## src/rtl/fetch_pkg.sv

```systemverilog
// Shared types and width helpers for the fetch-line generator.
// Widths derived here are used directly in the port lists of the importing modules.
package fetch_pkg;

    localparam logic [31:0] RESET_PC_DEF = 32'h0000_1000;
    localparam int          EPOCH_W_DEF  = 3;

    typedef logic [EPOCH_W_DEF-1:0] epoch_t;

    typedef enum logic [1:0] {
        BOOT   = 2'd0,
        RUN    = 2'd1,
        HALTED = 2'd2
    } fetch_state_e;

    function automatic int clc_w(input int xlen, input int line_off);
        return xlen - line_off;
    endfunction

    function automatic int bank_w(input int num_banks);
        return $clog2(num_banks);
    endfunction

endpackage

```

## src/rtl/fetch_clc_gen_redir_arb.sv

```systemverilog
// Fixed-priority redirect arbiter: the lowest-index asserted source wins.
// Purely combinational so it can be exercised on its own.
module redir_arb #(
    parameter int NUM_SRC = 4,
    parameter int XLEN    = 32
) (
    input  logic [NUM_SRC-1:0]      redir_valid,
    input  logic [NUM_SRC*XLEN-1:0] redir_target,
    output logic                    redir_any,
    output logic [XLEN-1:0]         redir_sel_target
);

    assign redir_any = |redir_valid;

    // Scan from the lowest priority upward so the highest-priority hit is written last.
    always_comb begin
        redir_sel_target = '0;
        for (int i = NUM_SRC - 1; i >= 0; i--) begin
            if (redir_valid[i]) begin
                redir_sel_target = redir_target[i*XLEN +: XLEN];
            end
        end
    end

endmodule

```

## src/rtl/fetch_clc_gen.sv

```systemverilog
// Fetch-line generator: issues groups of NUM_BANKS consecutive cache lines,
// steered to interleaved icache banks, with prioritised redirects, epochs and halt.
module fetch_clc_gen
    import fetch_pkg::*;
#(
    parameter int              XLEN      = 32,
    parameter int              LINE_OFF  = 4,
    parameter int              NUM_BANKS = 2,
    parameter int              NUM_SRC   = 4,
    parameter int              EPOCH_W   = EPOCH_W_DEF,
    parameter logic [XLEN-1:0] RESET_PC  = XLEN'(RESET_PC_DEF)
) (
    input  logic                                        clk,
    input  logic                                        rst,
    input  logic [NUM_SRC-1:0]                          redir_valid,
    input  logic [NUM_SRC*XLEN-1:0]                     redir_target,
    input  logic                                        halt,
    input  logic                                        out_ready,
    output logic                                        out_valid,
    output logic [clc_w(XLEN, LINE_OFF)-1:0]            out_clc,
    output logic [NUM_BANKS*clc_w(XLEN, LINE_OFF)-1:0]  out_bank_clc,
    output logic [bank_w(NUM_BANKS)-1:0]                out_start_bank,
    output logic [LINE_OFF-1:0]                         out_offset,
    output logic [EPOCH_W-1:0]                          out_epoch
);

    localparam int CLC_W  = clc_w(XLEN, LINE_OFF);
    localparam int BANK_W = bank_w(NUM_BANKS);

    fetch_state_e         state_reg, state_next;
    logic [CLC_W-1:0]     clc_reg, clc_next;
    logic [LINE_OFF-1:0]  offset_reg, offset_next;
    logic [EPOCH_W-1:0]   epoch_reg, epoch_next;
    logic                 redir_any;
    logic [XLEN-1:0]      redir_sel_target;
    logic [CLC_W-1:0]     group_base;

    redir_arb #(
        .NUM_SRC (NUM_SRC),
        .XLEN    (XLEN)
    ) u_redir_arb (
        .redir_valid      (redir_valid),
        .redir_target     (redir_target),
        .redir_any        (redir_any),
        .redir_sel_target (redir_sel_target)
    );

    always_ff @(posedge clk) begin
        if (rst) begin
            state_reg  <= BOOT;
            clc_reg    <= RESET_PC[XLEN-1:LINE_OFF];
            offset_reg <= RESET_PC[LINE_OFF-1:0];
            epoch_reg  <= '0;
        end else begin
            state_reg  <= state_next;
            clc_reg    <= clc_next;
            offset_reg <= offset_next;
            epoch_reg  <= epoch_next;
        end
    end

    // A redirect preempts everything, including a stalled group and a pending halt.
    always_comb begin
        state_next  = state_reg;
        clc_next    = clc_reg;
        offset_next = offset_reg;
        epoch_next  = epoch_reg;
        if (redir_any) begin
            state_next  = RUN;
            clc_next    = redir_sel_target[XLEN-1:LINE_OFF];
            offset_next = redir_sel_target[LINE_OFF-1:0];
            epoch_next  = epoch_reg + EPOCH_W'(1);
        end else begin
            case (state_reg)
                BOOT: state_next = RUN;
                RUN: begin
                    if (out_ready) begin
                        clc_next    = clc_reg + CLC_W'(NUM_BANKS);
                        offset_next = '0;
                        if (halt) begin
                            state_next = HALTED;
                        end
                    end
                end
                default: state_next = state_reg;
            endcase
        end
    end

    assign out_valid      = (state_reg == RUN);
    assign out_clc        = clc_reg;
    assign out_offset     = offset_reg;
    assign out_epoch      = epoch_reg;
    assign out_start_bank = clc_reg[BANK_W-1:0];
    assign group_base     = clc_reg & ~CLC_W'(NUM_BANKS - 1);

    // Banks below the start bank hold lines from the next aligned block.
    genvar gi;
    generate
        for (gi = 0; gi < NUM_BANKS; gi++) begin : g_bank
            localparam logic [BANK_W-1:0] BANK_IDX = BANK_W'(gi);
            assign out_bank_clc[gi*CLC_W +: CLC_W] =
                group_base + CLC_W'(gi) +
                ((BANK_IDX < out_start_bank) ? CLC_W'(NUM_BANKS) : CLC_W'(0));
        end
    endgenerate

endmodule

```

## config.mk

```make
export PLATFORM = sky130hd
export DESIGN_NAME = fetch_clc_gen
export DESIGN_NICKNAME = d
export VERILOG_FILES = /design/src/rtl/fetch_pkg.sv /design/src/rtl/fetch_clc_gen_redir_arb.sv /design/src/rtl/fetch_clc_gen.sv
export SDC_FILE = /design/constraint.sdc
export NUM_CORES = 1
export LEC_CHECK = 0
export ABC_AREA = 1
export CORE_UTILIZATION = 42
export CTS_CLUSTER_DIAMETER = 200
export DETAILED_ROUTE_END_ITERATION = 10
export PLACE_DENSITY = 0.88
export RECOVER_POWER = 25
export SYNTH_ARGS = -nofsm -noshare
export SYNTH_HDL_FRONTEND = slang
export SYNTH_SLANG_ARGS = --single-unit
```

## constraint.sdc

```tcl
create_clock -name clk -period 4.2 [get_ports clk]
set_input_delay 0.42 -clock clk [delete_from_list [all_inputs] [get_ports clk]]
set_output_delay 0.42 -clock clk [all_outputs]
set_load 0.02 [all_outputs]
```

Word-level counts from Yosys, hierarchy flattened --
Index checks and enable logic that the tools add are counted.
Storage, ports and cells: word-level logic and storage cells 43, RAM bits 0, input port bits 136, flip-flop bits (word level) 37, output and inout bits 93, memory bits (read-only) 0, bits in latches 0, memories kept 0
Operators by class: shifts and indexed selects 0, multipliers 0, reduce and logical (&&, ||, !) cells 10, order comparisons 2, bitwise logic cells 0, $add $sub $neg 5, muxes and demuxes 16, divide/modulo/power cells 0, eq/ne operators 5
Operators with widths (count):
- $mux W32 | 4
- $mux W28 | 3
- $add A28 B2 Y28 | 2
- $add A28 B1 Y28 const B | 1
- $add A28 B2 Y28 const B | 1
- $mux W4 | 3
- $mux W2 | 4
- $ne A3 B2 Y1 const B | 2
- $reduce_and A3 Y1 | 2
- $reduce_bool A2 Y1 | 3
- $reduce_or A5 Y1 | 1
- $ne A2 B2 Y1 const B | 2
- $pmux W2 S2 | 1
- $reduce_or A4 Y1 | 1
- $add A3 B1 Y3 const B | 1
- $reduce_bool A3 Y1 | 1
- $eq A2 B1 Y1 const B | 1
- $logic_not A2 Y1 | 1
- $lt A1 B1 Y1 const A | 2
- $reduce_and A2 Y1 | 1
- $mux W1 | 1

Logic depth before layout (Yosys ltp) --
Gate-level depths: netlist of the first run.
depth in word-level cells 5, depth in mapped cells 10, depth with buffers taken out 10

Modules after synthesis --
From an unflattened synthesis of the first run, not the netlist that was laid out.
Second synthesis, totals: cell total of the unflattened synthesis 734, area total of the unflattened synthesis 4282.9 µm²
Modules (own cells, without submodules):
- fetch_clc_gen | area an instance 2865.2 µm², seq. area each 740.7 µm², times used 1, cells an instance 448
- redir_arb | area an instance 1417.6 µm², seq. area each 0.0 µm², times used 1, cells an instance 286

Least setup slack after synthesis of the first run --
Ideal clock, no wire load.
path type register to output, start reg clc_reg[1] (netlist: out_clc[1]), end out out_bank_clc[21], stages on the path, launching flop included 9, data required time 3.780 ns, path slack 1.886 ns, path buffers 0, data arrival time 1.894 ns, cell sequence dfxtp_1 ha_1 ha_1 nand3_1 nor3_4 nand2_2 nor2_2 nand2_1 xor2_1
On the way: longest elaborated chain between the ends 1
RTL lines:
- from (decl) | line fetch_clc_gen.sv:31 | logic [CLC_W-1:0] clc_reg, clc_next;
- from (signal assigned) | line fetch_clc_gen.sv:51 | clc_reg <= RESET_PC[XLEN-1:LINE_OFF];
- from (signal assigned) | line fetch_clc_gen.sv:56 | clc_reg <= clc_next;
- $add A28 B2 Y28 | line fetch_clc_gen.sv:103 | group_base + CLC_W'(gi) +
- to (decl) | line fetch_clc_gen.sv:21 | output logic [NUM_BANKS*clc_w(XLEN, LINE_OFF)-1:0] out_bank_clc,
No other way between the ends.

Worst setup path after layout of the first run --
Ends and elaborated chain as after synthesis.

==> results of run 1 <==
-- layout make-up --
class | instances | share of cell area (%)
Inverter | 49 | 3.06
Clock buffer | 7 | 1.43
Timing Repair Buffer | 230 | 38.1
Sequential cell | 37 | 12.3
Tap cell | 108 | 2.25
Multi-Input combinational cell | 505 | 42.9
-- cells in the mapped netlist (all sizes together) --
master,instances
nand4,3
nor2,64
nand2,192
a22oi,4
or2,2
nor4,1
and2,1
a21oi,68
o21bai,2
buf,48
o211ai,23
dfxtp,37
conb,2
ha,4
xnor2,2
nand3,50
and3,1
clkbuf,16
a31oi,2
o21ai,52
inv,49
nand3b,1
xor2,24
nor3,7
-- tightest hold or removal path, cell delays in order (launching register included) --
cell and delay (ps):
dfxtp_1 320, nand2_1 60, a21oi_1 60
-- power by group --
| part | leakage (nW) | internal [W] | switching (W) |
|---|---|---|---|
| Sequential | 0.308 | 0.000379 | 0.0000572 |
| Clock | 0.0443 | 0.000131 | 0.000138 |
| Combinational | 2.09 | 0.000286 | 0.000275 |
-- per-layer routing --
metal | vias to the layer above | routed length [um] | part of all wire, % | GRT usage [%]
li1 | 2464 | - | - | -
met1 | 2360 | 5690 | 38 | 34.3
met2 | 290 | 7370 | 49 | 56.2
met3 | 44 | 1300 | 8.7 | 4.94
met4 | 0 | 548 | 3.7 | 14.0
met5 | - | 0 | 0 | 0
-- worst paths after layout --
path | to | slack (ps) | cells past startpoint
worst max-delay path | out_bank_clc[21] | 960 | 9
worst min-delay path | out_offset[0] | 480 | 2
worst min register to register | out_offset[0] | 480 | 2
worst max register to register | out_clc[23] | 2300 | 8
-- per-stage QoR --
step,total power [W],instance area (um2),std cells
after floorplan,0.000720,3880,655
after global placement,0.000998,5930,929
after detailed placement,0.00101,5930,929
after CTS,0.00127,6020,936
after global routing,0.00132,6020,936
final,0.00127,6020,936
-- logic make-up after synthesis --
group	share of synthesized area, %
buf+inv	14.4
fa+ha+maj	1.29
xor+xnor	5.87
compound gates	21.4
flops	19.1
other cells	0.194
simple gates	37.7
==> metrics.txt, run 1 <==
status complete, but fails checks; Least-Margin Pin Slew 1160 ps; first-pass GRT wire length 23600 um; Max-slew headroom ~23%; layout cells sized above 1 6.52%; H-Tree Level Count 2; Post-Synthesis Cells 655; library cells used by synthesis 36; 1st-iter DRT viols 261; gr usage total 30.5%; Die Area 9620 um2; initial antenna violation count 0; reg2reg start out_clc[2]; FP Rows 34; worst-skew pair later-pin latency 310 ps; vias in the first global route roughly 5000; CP Launch Type register; max reg flops 28; effective utilization at floorplan 43.8%; min Tclk post-route around 3200 ps; syn nets 795; Final setup viols 0; Detailed Route WL 14900 um; clock skew ~12 ps; gpl congestion 0.910; commonest non-fill, non-tap cells in the layout clkdlybuf4s50_1 (194), nand2_1 (180), a21oi_1 (68), nor2_1 (49), nand3_1 (49); Ant. Diodes 0; Arr. time, crit path 2820 ps; # fillers 768; antenna viol nets, final 0; largest net degree at the start of global routing 37; maximum buffer depth of the clock tree 2; required time worst endpoint about 3800 ps; CP startpoint out_clc[1]; Die Span Y a little under 100 um; hold path start out_offset[0]; commonest non-fill, non-tap cell in the layout clkdlybuf4s50_1; failing checks DRC; Pre-antenna DRT Iters 8; Worst VDD drop 0.130 mV; top cells by area, synth dfxtp_1 (19%), nand2_1 (17%), a21oi_1 (8.8%); critical path peak fanout 7; DR WL/cell 15.9 um; DR vias 5158; cts hold-fix bufs 0; CP max-delay cell clkdlybuf4s50_1; Final HPWL DP between 10000 and 15000 um; Seq/Total Area, Yosys 19.1%; Post-Synthesis Cell Area 3880 um2; Root Buffer clkbuf_8; max cap viols 0; post-route setup slack 962 ps; RSZ-0062 raised after global routing false; Critical Path Most Common Cell ha_1; register area 741 um2; Worst Hold Class register to register; DR DRC count 15; Clock Pin Slew Worst Setup and Hold Paths roughly 80 ps; area of the multi-input gates 2580 um2; post-synth top area share about a fifth; CP max stage delay around 620 ps; CP bufs+invs 1; Nets 968; Final period util 77.1%; Post-CTS Resized 0; Max Slew Vio Count 0; FMAX slightly above 300 MHz; final hold violation count 0; synthesis-stage register bit count 37; remaining global-route overflow 0; Yosys top cell by area dfxtp_1; CTS tree yes; pwr/cell area 210 nW/um2; pre-CTS setup slack 1310 ps; Num CTS Buffers 5; cell family with most CP delay simple AND/OR/NAND/NOR gates; drt via density 5.51; core area roughly 8800 um2; IO buf count 226; leak pwr between 2 and 2.5 nW; Crit Path Class register to output pin; warnings from Yosys 0; CTS sink cnt 37; Ports 229; setup TNS 0 ps; Avg Synthesized Cell Area around 6 um2; crit path capture type output pin; Setup Buffers After CTS 0; WHS around 480 ps; Area Overhead vs Synth 55.1%; Die Width between 90 and 100 um; utilization after layout 68.0%; critical path cell sequence ha_1 > ha_1 > nand3_1 > nor3_4 > nand2_2 > nor2_2 > nand2_1 > xor2_1 > clkdlybuf4s50_1
(Power assumes the default switching activity.)
==> run 2: changes to the inputs <==
--- a/config.mk
+++ b/config.mk
@@ -6,10 +6,10 @@
 export NUM_CORES = 1
 export LEC_CHECK = 0
 export ABC_AREA = 1
-export CORE_UTILIZATION = 42
+export CORE_UTILIZATION = 39
 export CTS_CLUSTER_DIAMETER = 200
 export DETAILED_ROUTE_END_ITERATION = 10
-export PLACE_DENSITY = 0.88
+export PLACE_DENSITY = 0.83
 export RECOVER_POWER = 25
 export SYNTH_ARGS = -nofsm -noshare
 export SYNTH_HDL_FRONTEND = slang
==> constraint.sdc (replaced) <==
create_clock -name clk -period 3.1 [get_ports clk]
set_input_delay 0.31 -clock clk [delete_from_list [all_inputs] [get_ports clk]]
set_output_delay 0.31 -clock clk [all_outputs]
set_load 0.02 [all_outputs]
==> run 2 against run 1 <==
The run now ends clean; non-clock buffer count up 4; setup slack lost 800 ps; first-iteration DRC count decreased by 13%; final cell count rose by 3.2%; via count is 1.9% lower; clock-buffer cell count shrank 1; flip-flop and latch count unchanged; critical endpoint unchanged; largest power group unchanged.
==> metrics.txt, run 2 (synthesized netlist as in run 1, its figures left out) <==
status finished clean (was complete, but fails checks); Switching Fraction 37.3% (was 37.1%); max cap viols 0 (unchanged); Ports 229 (unchanged); DR DRC count 0 (was 15); CTS tree yes (unchanged); effective utilization at floorplan 40.1% (was 43.8%); Pre-antenna DRT Iters 5 (was 8); Num CTS Buffers 5 (unchanged); utilization after layout 62.7% (was 68.0%); Gate power share 45.2% (was 44.3%); Psw 0.000632 W (was 0.000470 W); Worst Hold Class register to register (unchanged); Detailed Route WL 14800 um (was 14900 um); Max Slew Vio Count 0 (unchanged); Setup Buffers After CTS 0 (unchanged); Worst VDD drop 0.291 mV (was 0.130 mV); Nets 972 (was 968); cts hold-fix bufs 0 (unchanged); core area 9680 um2 (was 8850 um2); Ant. Diodes 0 (unchanged); Crit Path Class register to output pin (unchanged); Die Span Y 102 um (was 98.1 um); final hold violation count 0 (unchanged); Arr. time, crit path 2620 ps (was 2820 ps); H-Tree Level Count 2 (unchanged); max reg flops 28 (unchanged); wire length on met3 1160 um (was 1300 um); Clock Pin Slew Worst Setup and Hold Paths 70 ps (was 80 ps); wl on met1 5750 um (was 5690 um); DR WL/cell 15.4 um (was 15.9 um); DR vias 5060 (was 5158); initial antenna violation count 0 (unchanged); drt via density 5.24 (was 5.51); commonest non-fill, non-tap cell in the layout clkdlybuf4s50_1 (unchanged); leak pwr 2.46 nW (was 2.44 nW); vias in the first global route 4803 (was 5080); IO buf count 226 (unchanged); clock skew 12.0 ps (was 11.5 ps); Max-slew headroom 47.9% (was 22.6%); 1st-iter DRT viols 227 (was 261); setup TNS 0 ps (unchanged); sequential share of power 34.6% (was 34.5%); Die Width 102 um (was 98.1 um); layout cells sized above 1 7.08% (was 6.52%); gpl congestion 0.909 (was 0.910); min Tclk post-route 2930 ps; Final period util about 95%; Final HPWL DP 11600 um (about the same); worst-skew pair later-pin latency 300 ps (was 310 ps); Die Area 10300 um2 (was 9620 um2); clock power share 20.2% (was 21.2%); FP Rows 36 (was 34); remaining global-route overflow 0 (unchanged); RSZ-0062 raised after global routing false (unchanged); maximum buffer depth of the clock tree 2 (unchanged); Root Buffer clkbuf_8 (unchanged); FMAX 341 MHz; Least-Margin Pin Slew 780 ps (was 1160 ps); critical path peak fanout 4 (was 7); Area Overhead vs Synth 56.5% (was 55.1%); max layer used met4 (unchanged); CTS sink cnt 37 (unchanged); crit path capture type output pin (unchanged); largest net degree at the start of global routing 36 (was 37); first-pass GRT wire length 22800 um (was 23600 um); required time worst endpoint 2790 ps (was 3780 ps); pwr/cell area 279 nW/um2 (was 210 nW/um2); CP Launch Type register (unchanged); antenna viol nets, final 0 (unchanged); Post-CTS Resized 0 (unchanged); P_int 0.00106 W (was 0.000796 W); Final setup viols 0 (unchanged); gr usage total 28.3% (was 30.5%); metal2 WL 7480 um (was 7370 um); commonest non-fill, non-tap cells in the layout clkdlybuf4s50_1 (196), nand2_1 (180), a21oi_1 (68), nand3_1 (50), nor2_1 (49) (was clkdlybuf4s50_1 (194), nand2_1 (180), a21oi_1 (68), nor2_1 (49), nand3_1 (49))
[run 2: cell types whose count changed in the layout (fill, tap and decap cells not counted)]
cell,before,now
buf_4,4,8
clkdlybuf4s50_1,194,196
clkinv_2,0,2
dlygate4sd3_1,32,30
clkbuf_8,6,5
dfxtp_1,37,36
dfxtp_2,0,1
nand3_1,49,50
nand3_2,1,0
[run 2: through the flow]
step	worst slack [ps]	cell area (um2)	hold WS, ps	std cells	power [W]
floorplan	896	3880	444	655	0.000976
global placement	512	5990	452	958	0.00136
detailed placement	416	5990	463	958	0.00137
CTS	81.5	6070	474	966	0.00171
global route	18.8	6070	499	966	0.00178
finish	167	6070	472	966	0.00169
[run 2: final timing paths]
| kind | cells after the start | slack (ps) | endpoint | startpoint |
|---|---|---|---|---|
| max reg2reg | 8 | 1250 | out_clc[23] | out_clc[2] |
| min | 2 | 470 | state_reg[0] | state_reg[0] |
| max | 9 | 170 | out_bank_clc[21] | out_clc[0] |
| min reg2reg | 2 | 470 | state_reg[0] | state_reg[0] |
[run 2: area by class of cell]
| cell class | count | area, um2 |
|---|---|---|
| Fill cell | 911 | 3610 |
| Clock inverter | 2 | 10.0 |
| Tap cell | 133 | 166 |
| Timing Repair Buffer | 234 | 2320 |
| Clock buffer | 6 | 72.6 |
| Sequential cell | 37 | 742 |
| Multi-Input combinational cell | 505 | 2570 |
| Inverter | 49 | 184 |
[run 2: metal layers]
layer  vias up  track usage (%)
met3        34             5.66
met5         -                0
met2       228             52.9
met1      2328             31.7
met4         0             9.36
li1       2470                -
[run 2: worst max-delay path: stages, from the launching register on]
cell and delay, ps:
dfxtp_1 380, ha_1 190, ha_1 210, nand3_1 210, nor3_4 250, nand2_2 130
nor2_2 140, nand2_1 70, xor2_1 130, clkdlybuf4s50_1 620
[run 2: power by group through the flow]
stage	combinational [W]	sequential (W)	clock (W)
3_5_place_dp	0.000776	0.000597	0
3_3_place_gp	0.000765	0.000595	0
2_1_floorplan	0.000356	0.000620	0
5_1_grt	0.000829	0.000594	0.000362
4_1_cts	0.000780	0.000586	0.000346
6_report	0.000765	0.000587	0.000342
==> run 3: changes to the inputs <==
--- a/config.mk
+++ b/config.mk
@@ -9,6 +9,7 @@
 export CORE_UTILIZATION = 39
 export CTS_CLUSTER_DIAMETER = 200
 export DETAILED_ROUTE_END_ITERATION = 10
+export GPL_TIMING_DRIVEN = 0
 export PLACE_DENSITY = 0.83
 export RECOVER_POWER = 25
 export SYNTH_ARGS = -nofsm -noshare
==> run 3 against run 2 <==
Clock power grew 3%; final cell count rose by 5.4%; sequential power shrank 0.7%; sequential share of layout area fell by 0.53 points; clock skew about the same; setup slack got worse by 16 ps; hold slack got worse by 49 ps; critical path depth decreased by 1; via count increased by 2.0%; global-route usage increased by 0.64 points; largest power group unchanged.
==> metrics.txt, run 3 (synthesized netlist as in run 1, its figures left out) <==
leak pwr 2.62 nW (was 2.46 nW); register area 742 um2 (unchanged); Die Width 102 um (unchanged); required time worst endpoint 2790 ps (about the same); gpl congestion 0.939 (was 0.909); max reg flops 28 (unchanged); Nets 1024 (was 972); CP Launch Type register (unchanged); Psw 0.000649 W (was 0.000632 W); antenna viol nets, final 0 (unchanged); Final HPWL DP 12000 um (was 11600 um); maximum buffer depth of the clock tree 2 (unchanged); Root Buffer clkbuf_8 (unchanged); # fillers 899 (was 911); CTS tree yes (unchanged); CP max-delay cell clkdlybuf4s50_1 (unchanged); fin area 6340 um2 (was 6070 um2); area of the multi-input gates 2570 um2 (about the same); IO buf count 222 (was 226); clock power share 20.1% (was 20.2%); remaining global-route overflow 0 (unchanged); Final setup viols 0 (unchanged); Area Overhead vs Synth 63.5% (was 56.5%); Least-Margin Pin Slew 620 ps (was 780 ps); 1st-iter DRT viols 211 (was 227); Critical Path Most Common Cell ha_1 (unchanged); pwr/cell area 276 nW/um2 (was 279 nW/um2); Die Span Y 102 um (unchanged); Ant. Diodes 0 (unchanged); Pre-antenna DRT Iters 7 (was 5); FMAX 339 MHz (was 341 MHz); worst-skew pair later-pin latency 300 ps (about the same); pre-CTS setup slack 351 ps (was 416 ps); first-pass GRT wire length 23200 um (was 22800 um); WHS 424 ps (was 472 ps); Max-slew headroom 58.7% (was 47.9%); sequential share of power 33.4% (was 34.6%); critical path peak fanout 7 (was 4); RSZ-0062 raised after global routing false (unchanged); effective utilization at floorplan 40.1% (unchanged); DP Area 6270 um2 (was 5990 um2); clock skew 12.2 ps (was 12.0 ps); largest net degree at the start of global routing 13 (was 36); CP max stage delay 620 ps (about the same); Gate power share 46.5% (was 45.2%); critical path cell sequence ha_1 > ha_1 > nand3_1 > nor3_4 > nand2_2 > nor3_2 > xor2_1 > clkdlybuf4s50_1 (was ha_1 > ha_1 > nand3_1 > nor3_4 > nand2_2 > nor2_2 > nand2_1 > xor2_1 > clkdlybuf4s50_1); Arr. time, crit path 2640 ps (was 2620 ps); Crit Path Class register to output pin (unchanged); H-Tree Level Count 2 (unchanged); final hold violation count 0 (unchanged); Num CTS Buffers 5 (unchanged); CTS sink cnt 37 (unchanged); Worst VDD drop 0.216 mV (was 0.291 mV); DR DRC count 0 (unchanged); DR WL/cell 14.5 um (was 15.4 um); drt via density 5.07 (was 5.24); commonest non-fill, non-tap cell in the layout clkdlybuf4s50_1 (unchanged); layout cells sized above 1 10.3% (was 7.08%); Worst Hold Class primary input to register (was register to register); Die Area 10300 um2 (unchanged); P_int 0.00110 W (was 0.00106 W); Detailed Route WL 14700 um (was 14800 um); commonest non-fill, non-tap cells in the layout clkdlybuf4s50_1 (202), nand2_1 (180), a21oi_1 (68), nor2_1 (50), nand3_1 (50) (was clkdlybuf4s50_1 (196), nand2_1 (180), a21oi_1 (68), nand3_1 (50), nor2_1 (49)); FP Rows 36 (unchanged); Final period util 95.2% (was 94.6%); DR vias 5163 (was 5060); Ports 229 (unchanged); vias in the first global route 4873 (was 4803); min Tclk post-route 2950 ps (was 2930 ps); crit path capture type output pin (unchanged); post-route setup slack 150 ps (was 167 ps); setup TNS 0 ps (unchanged); max cap viols 0 (unchanged); gr usage total 28.9% (was 28.3%); status finished clean (unchanged); Switching Fraction 37.1% (was 37.3%); core area 9680 um2 (unchanged); Max Slew Vio Count 0 (unchanged); initial antenna violation count 0 (unchanged); Clock Pin Slew Worst Setup and Hold Paths 80 ps (was 70 ps)
==> run 3: cell count changes in the layout (fill, tap and decap cells not counted), sizes merged <==
| cell | before | now |
|---|---|---|
| clkbuf | 6 | 26 |
| buf | 8 | 43 |
| clkinvlp | 0 | 1 |
| dlygate4sd3 | 30 | 19 |
| clkdlybuf4s50 | 196 | 202 |
| dlymetal6s2s | 0 | 1 |
==> run 3: final cells by class <==
cell class / instances / area share, %
multi-input cells: 505 / 40.5
repair buffers: 222 / 35.1
flip-flops and latches: 37 / 11.7
plain buffers: 64 / 5.82
inverters: 49 / 2.90
well taps: 133 / 2.62
clock buffers: 5 / 1.08
clock inverters: 3 / 0.276
==> run 3: power groups by stage <==
| stage | Clock [W] | Sequential [W] | Combinational [W] |
|---|---|---|---|
| 2_1_floorplan | 0 | 0.000620 | 0.000356 |
| 3_3_place_gp | 0 | 0.000592 | 0.000813 |
| 3_5_place_dp | 0 | 0.000593 | 0.000821 |
| 4_1_cts | 0.000353 | 0.000582 | 0.000824 |
| 5_1_grt | 0.000371 | 0.000591 | 0.000881 |
| 6_report | 0.000351 | 0.000583 | 0.000814 |
==> run 3: final timing paths <==
kind	from	endpoint	slack (ps)	cells after the start
setup / recovery	out_clc[1]	out_bank_clc[25]	150	8
hold / removal	rst	out_offset[2]	420	2
setup reg to reg	out_clc[2]	out_clc[23]	1360	8
hold reg to reg	state_reg[0]	state_reg[0]	470	2
==> run 3: what timing repair did <==
action                     CTS  global route
setup endpoints to repair    0             7
buffers inserted             0             0
resized for setup            0             2
hold buffers                 0             0
==> run 3: per-layer routing <==
layer | track usage [%] | vias to the layer above | wire (um)
met1 | 35.2 | 2313 | 6090
met3 | 5.24 | 33 | 1200
met5 | 0 | - | 0
met4 | 10.7 | 0 | 414
li1 | - | 2584 | -
met2 | 50.6 | 233 | 7040
==> run 3: worst max-delay path, delay by kind of cell (launching register included) <==
kind / cells / cell delay [ps]
adders and majority gates: 2 / 450
and+or+nand+nor: 4 / 700
xor gates and xnor gates: 1 / 150
DFF: 1 / 420
buffers and inverters: 1 / 620
==> run 3: stage by stage <==
stage / total power, W / cells / utilization (%)
2_1_floorplan: 0.000976 / 655 / -
3_3_place_gp: 0.00141 / 1010 / 64.7
3_5_place_dp: 0.00141 / 1010 / 64.7
4_1_cts: 0.00176 / 1018 / 65.6
5_1_grt: 0.00184 / 1018 / 65.5
6_report: 0.00175 / 1018 / 65.5
